## config.mk

```make
export PLATFORM = sky130hd
export DESIGN_NAME = demux_8_reg
export DESIGN_NICKNAME = d
export VERILOG_FILES = /design/src/rtl/demux_8_reg_pkg.sv /design/src/rtl/demux_8_reg_chan.sv /design/src/rtl/demux_8_reg.sv
export SDC_FILE = /design/constraint.sdc
export NUM_CORES = 1
export LEC_CHECK = 0
export BUFFER_PORTS_ARGS = -buffer_cell sky130_fd_sc_hd__buf_2
export CAP_MARGIN = 5
export CORE_MARGIN = 5
export CORE_UTILIZATION = 30
export DETAILED_ROUTE_END_ITERATION = 10
export PLACE_DENSITY = 0.5
export SKIP_LAST_GASP = 1
export SYNTH_ARGS = -nofsm -noshare
export SYNTH_HDL_FRONTEND = slang
export SYNTH_SLANG_ARGS = --single-unit
```

## constraint.sdc

```tcl
create_clock -name clk -period 3.4 [get_ports clk]
set_input_delay 0.34 -clock clk [delete_from_list [all_inputs] [get_ports clk]]
set_output_delay 0.34 -clock clk [all_outputs]
set_load 0.005 [all_outputs]
```

## src/rtl/demux_8_reg_pkg.sv

```systemverilog
// ============================================================================
// Module  : demux_8_reg_pkg
// Brief   : Shared constants and helpers for the 1-to-8 registered demux.
// Revision: 1.0 - initial release
// ============================================================================
`default_nettype none

package demux_8_reg_pkg;

    localparam int DMX_NCH  = 8;
    localparam int DMX_SELW = 3;

    typedef logic [DMX_SELW-1:0] dmx_sel_t;

    // Pointer advance wraps naturally through the 3-bit width.
    function automatic dmx_sel_t dmx_next_ptr(input dmx_sel_t cur);
        return cur + dmx_sel_t'(1);
    endfunction

endpackage : demux_8_reg_pkg

`default_nettype wire

```

## src/rtl/demux_8_reg_chan.sv

```systemverilog
// ============================================================================
// Module  : demux_8_reg_chan
// Brief   : One-entry channel holding register with load / valid / ready.
// Revision: 1.0 - initial release
// ============================================================================
`default_nettype none

module demux_8_reg_chan
    import demux_8_reg_pkg::*;
#(
    parameter int WIDTH = 8
) (
    input  logic             clk,
    input  logic             rst,
    input  logic             load_i,
    input  logic [WIDTH-1:0] din_i,
    input  logic             ready_i,
    output logic [WIDTH-1:0] data_o,
    output logic             valid_o,
    output logic             free_o
);

    logic [WIDTH-1:0] data_q;
    logic [WIDTH-1:0] data_d;
    logic             valid_q;
    logic             valid_d;

    // Drained data is held, only the valid flag drops; a load wins over a drain.
    always_comb begin
        data_d  = data_q;
        valid_d = valid_q;
        if (load_i) begin
            data_d  = din_i;
            valid_d = 1'b1;
        end else if (valid_q && ready_i) begin
            valid_d = 1'b0;
        end
    end

    always_ff @(posedge clk) begin
        if (rst) begin
            data_q  <= '0;
            valid_q <= 1'b0;
        end else begin
            data_q  <= data_d;
            valid_q <= valid_d;
        end
    end

    assign data_o  = data_q;
    assign valid_o = valid_q;
    assign free_o  = !valid_q || ready_i;

endmodule : demux_8_reg_chan

`default_nettype wire

```

## src/rtl/demux_8_reg.sv

```systemverilog
// ============================================================================
// Module  : demux_8_reg
// Brief   : 1-to-8 registered demultiplexer, addressed or round-robin routing.
// Revision: 1.0 - initial release
// ============================================================================
`default_nettype none

module demux_8_reg
    import demux_8_reg_pkg::*;
#(
    parameter int WIDTH = 8,
    parameter int NCH   = DMX_NCH
) (
    input  logic                 clk,
    input  logic                 rst,
    input  logic                 ncs,
    input  logic                 auto_inc,
    input  logic [DMX_SELW-1:0]  addr,
    input  logic [WIDTH-1:0]     din,
    input  logic                 din_valid,
    output logic                 din_ready,
    output logic [NCH*WIDTH-1:0] dout_bus,
    output logic [NCH-1:0]       dout_valid,
    input  logic [NCH-1:0]       dout_ready,
    output logic [DMX_SELW-1:0]  ptr
);

    dmx_sel_t       ptr_q;
    dmx_sel_t       ptr_d;
    dmx_sel_t       w_sel;
    logic [NCH-1:0] w_free;
    logic [NCH-1:0] w_load;
    logic           w_accept;

    assign w_sel     = auto_inc ? ptr_q : addr;
    assign din_ready = !rst && !ncs && w_free[w_sel];
    assign w_accept  = din_valid && din_ready;

    always_comb begin
        w_load = '0;
        if (w_accept) begin
            w_load[w_sel] = 1'b1;
        end
    end

    // Strict order in auto mode: the pointer only moves on an actual accept.
    always_comb begin
        ptr_d = ptr_q;
        if (w_accept && auto_inc) begin
            ptr_d = dmx_next_ptr(ptr_q);
        end
    end

    always_ff @(posedge clk) begin
        if (rst) begin
            ptr_q <= '0;
        end else begin
            ptr_q <= ptr_d;
        end
    end

    assign ptr = ptr_q;

    generate
        for (genvar k = 0; k < NCH; k++) begin : g_chan
            demux_8_reg_chan #(
                .WIDTH (WIDTH)
            ) u_chan (
                .clk     (clk),
                .rst     (rst),
                .load_i  (w_load[k]),
                .din_i   (din),
                .ready_i (dout_ready[k]),
                .data_o  (dout_bus[k*WIDTH +: WIDTH]),
                .valid_o (dout_valid[k]),
                .free_o  (w_free[k])
            );
        end
    endgenerate

endmodule : demux_8_reg

`default_nettype wire

```

==> summary.log <==
INFO  critical_path  slowest_delay=0.49ns
INFO  finish         fin_nets=430
INFO  floorplan      core=0.0101mm²
INFO  sta            finalSetupViolations=0
INFO  hold_path      min-delay-start=din[3]
INFO  sta            worstMarginPinSlew=1.05ns
INFO  finish         syn2layout_area_growth=25.3%
INFO  finish         num-fill-cells=1047
INFO  floorplan      num_rows=37
INFO  clock_network  clk_latency=0.34ns
INFO  sta            maxSlewViolCount=0
INFO  power_and_ir_drop p_per_area=447mW/mm²
INFO  sta            slew_headroom=29.9%
INFO  route          detailedRoute.firstIterationViolations=134
INFO  synth          netlist_area=0.00307mm²
INFO  sta            timing.final.ws_setup=0.886ns
INFO  place          routabilityCongestion=0.787
INFO  clock_network  ctsHtreeMaxLevel=3
INFO  sta            finalSetupTns=0ns
INFO  grt            maximum_number_of_pins_on_one_net_before_global_route_repair=35
INFO  critical_path  critical-path-top-delay-family=compound AO/OA/AOI/OAI gates
INFO  clock_network  clk_pin_slew=0.08ns
INFO  clock_network  tritoncts=done
INFO  finish         drive_above_1_share=31.7%
INFO  route          final_antenna_net_count=0
INFO  synth          number_of_enable_type_register_cells_in_the_synthesized_netlist=0
INFO  synth          yosys_warning_total=0
INFO  finish         antenna_cells=0
INFO  grt            first_pass_grt_wire_length=15.1mm
INFO  critical_path  timing.rr.start=ptr[0]
INFO  synth          syn-num-nets=343
INFO  floorplan      horizontal_die_dimension=111µm
INFO  grt            antenna_violations_before_repair=0
INFO  sta            grt_setup_unrepaired=no
INFO  route          drt-vias-per-instance=4.92
INFO  critical_path  worst-endpoint-arrival=2.75ns
INFO  sta            final_hold_viol_count=0
INFO  hold_path      timing.hold.worst.class=input port to flop
INFO  clock_network  post_cts.repair.setup_buffers=0
INFO  synth          seq_area_frac_synth=49.0%
INFO  floorplan      die_h=111µm
INFO  critical_path  crit_path_top_delay_cell=sky130_fd_sc_hd__a211oi_1
INFO  sta            period_minus_slack=2.51ns
INFO  flow_run       number_of_maximum_capacitance_constraint_violations=0
INFO  grt            grt_pass1_vias=2752
INFO  place          placement.io_buffers=99
INFO  critical_path  worstSetupPathType=flop to flop
INFO  place          dp_slack=0.714ns
INFO  clock_network  root_buffer=sky130_fd_sc_hd__clkbuf_8
INFO  synth          ys_seq_elements=75
INFO  critical_path  setup.worst_path.start=ptr[0]
INFO  critical_path  end_kind=flop
INFO  sta            final.setup_skew=0.00826ns
INFO  clock_network  max-clock-path-buffers=2
INFO  route          drc_markers=0
INFO  grt            grt.total_usage=15.4%
INFO  sta            finalCritPeriodShare=73.9%
INFO  synth          syn-instance-count=318
INFO  power_and_ir_drop leakage=1.89nW
INFO  synth          async_flop_share=0%
INFO  critical_path  cp.buffers_inverters=0
INFO  floorplan      floorplan.die_area=0.0123mm²
INFO  floorplan      io-pin-count=100
INFO  outcome        run_status=complete, no violations
INFO  clock_network  cts_resized=0
INFO  floorplan      start_util=30.2%
INFO  clock_network  cts_buffers=9
INFO  route          wl_per_cell=17.1µm
INFO  power_and_ir_drop ir_drop=147µV
INFO  route          drt_wl_total=9.35mm
INFO  place          dp.final_hpwl=6.63mm
INFO  critical_path  worst-endpoint-required=3.63ns
INFO  clock_network  cts_hold_buf=0
INFO  sta            clock.fmax=398MHz
INFO  critical_path  worstPathCellList=mux2_4 -> mux2i_1 -> a211oi_1 -> nand3_1 -> a31o_2
INFO  route          detail_route.first_pass.iterations=4
INFO  synth          synthDistinctLibCells=35
INFO  critical_path  timing.critical_path.from_type=flop
INFO  route          vias=2684
INFO  synth          avgSynthCellArea=9.64µm²
INFO  grt            globalRouteOverflowTotal=0
INFO  critical_path  crit_path_max_fanout=22
INFO  synth          synth_top_flop_cell=sky130_fd_sc_hd__dfxtp_1
INFO  clock_network  numClockSinks=75
[state kept, by name, indices dropped and copies added, names as in the netlist]
name                   count
g_chan.u_chan.valid_o      8
ptr                        3
g_chan.u_chan.data_o      64
[layer usage]
metal	global-route usage [%]	vias up	routed length (µm)
li1	-	1309	-
met1	19.7	1283	4380
met2	24.6	77	4240
met3	5.40	15	587
met4	4.62	0	149
met5	0	-	0
[cell families (layout without fill, tap and decap cells)]
logic type / count (synthesis) / after routing / synth area share [%]
AOI/OAI and AO/OA: 61 / 61 / 14.1
and+or+nand+nor: 100 / 100 / 15.6
muxes: 47 / 47 / 15.6
DFF: 75 / 75 / 49.0
adders and majority gates: 1 / 1 / 0.408
buffers and inverters: 34 / 126 / 5.39
[through the flow]
| step | hold WS [ns] | utilization, % | cell area (µm²) | power [mW] | cells |
|---|---|---|---|---|---|
| 6_report | 0.250 | 37.9 | 3840 | 1.72 | 546 |
| 5_1_grt | 0.261 | 37.9 | 3840 | 1.79 | 546 |
| 4_1_cts | 0.235 | 37.9 | 3840 | 1.74 | 546 |
| 3_5_place_dp | 0.447 | 35.8 | 3630 | 1.02 | 530 |
| 3_3_place_gp | 0.444 | 35.8 | 3630 | 1.02 | 530 |
| 2_1_floorplan | 0.451 | - | 3070 | 0.972 | 318 |
[cell usage after synthesis (all sizes together) (7+ instances only)]
| cell | count | area [µm²] |
|---|---|---|
| nand2 | 50 | 188 |
| nor4 | 7 | 43.8 |
| nand2b | 9 | 56.3 |
| o21ai | 19 | 95.1 |
| dfxtp | 75 | 1500 |
| o311ai | 16 | 140 |
| a21oi | 8 | 40.0 |
| clkbuf | 16 | 60.1 |
| nor2 | 15 | 56.3 |
| a31o | 7 | 61.3 |
| buf | 14 | 90.1 |
| mux2i | 45 | 450 |
[worst paths after layout]
check	end	slack, ns	cells after the start
worst max-delay path	g_chan[4].u_chan.data_o[6]	0.89	5
worst min-delay path	g_chan[1].u_chan.data_o[3]	0.25	3
worst max register to register	g_chan[4].u_chan.data_o[6]	0.89	5
worst min register to register	g_chan[7].u_chan.data_o[2]	0.46	2
[worst min-delay path: stages]
cell and delay, ns:
sky130_fd_sc_hd__buf_2 0.09, sky130_fd_sc_hd__mux2i_1 0.06, sky130_fd_sc_hd__nor2_1 0.07
[where the power goes]
part	total [mW]	leakage [nW]	internal [mW]	switching, mW
Sequential	0.890	0.605	0.885	0.00508
Clock	0.715	0.104	0.401	0.314
Combinational	0.111	1.18	0.0362	0.0746
[area by class of cell]
cell class,count,area [µm²],area share (%)
Timing Repair Buffer,106,548,14.3
Inverter,4,15.0,0.391
Clock buffer,15,176,4.59
Clock inverter,1,30.0,0.782
Multi-Input combinational cell,209,1400,36.4
Sequential cell,75,1500,39.1
Tap cell,136,170,4.43
[layout by cell type, fill, tap and decap left out, types with 2 or more instances in the layout]
| master | Yosys | routed |
|---|---|---|
| sky130_fd_sc_hd__o21ai_0 | 19 | 19 |
| sky130_fd_sc_hd__inv_1 | 4 | 3 |
| sky130_fd_sc_hd__a31o_2 | 4 | 4 |
| sky130_fd_sc_hd__o311ai_0 | 16 | 16 |
| sky130_fd_sc_hd__a2111oi_0 | 2 | 2 |
| sky130_fd_sc_hd__buf_2 | 6 | 99 |
| sky130_fd_sc_hd__nand2b_1 | 9 | 9 |
| sky130_fd_sc_hd__a31o_1 | 3 | 3 |
| sky130_fd_sc_hd__mux2i_1 | 45 | 45 |
| sky130_fd_sc_hd__buf_4 | 8 | 7 |
| sky130_fd_sc_hd__dfxtp_1 | 75 | 75 |
| sky130_fd_sc_hd__nand4_1 | 3 | 3 |
| sky130_fd_sc_hd__a21oi_1 | 8 | 8 |
| sky130_fd_sc_hd__nor2_1 | 15 | 15 |
| sky130_fd_sc_hd__nor4_1 | 7 | 7 |
| sky130_fd_sc_hd__or3b_2 | 2 | 2 |
| sky130_fd_sc_hd__nand3_1 | 4 | 4 |
| sky130_fd_sc_hd__clkbuf_1 | 16 | 3 |
| sky130_fd_sc_hd__nand2_1 | 50 | 50 |
| sky130_fd_sc_hd__or3_1 | 4 | 4 |
| sky130_fd_sc_hd__clkbuf_8 | 0 | 12 |
| sky130_fd_sc_hd__a211oi_1 | 4 | 4 |
No activity file was read; power rests on OpenSTA's default activity.
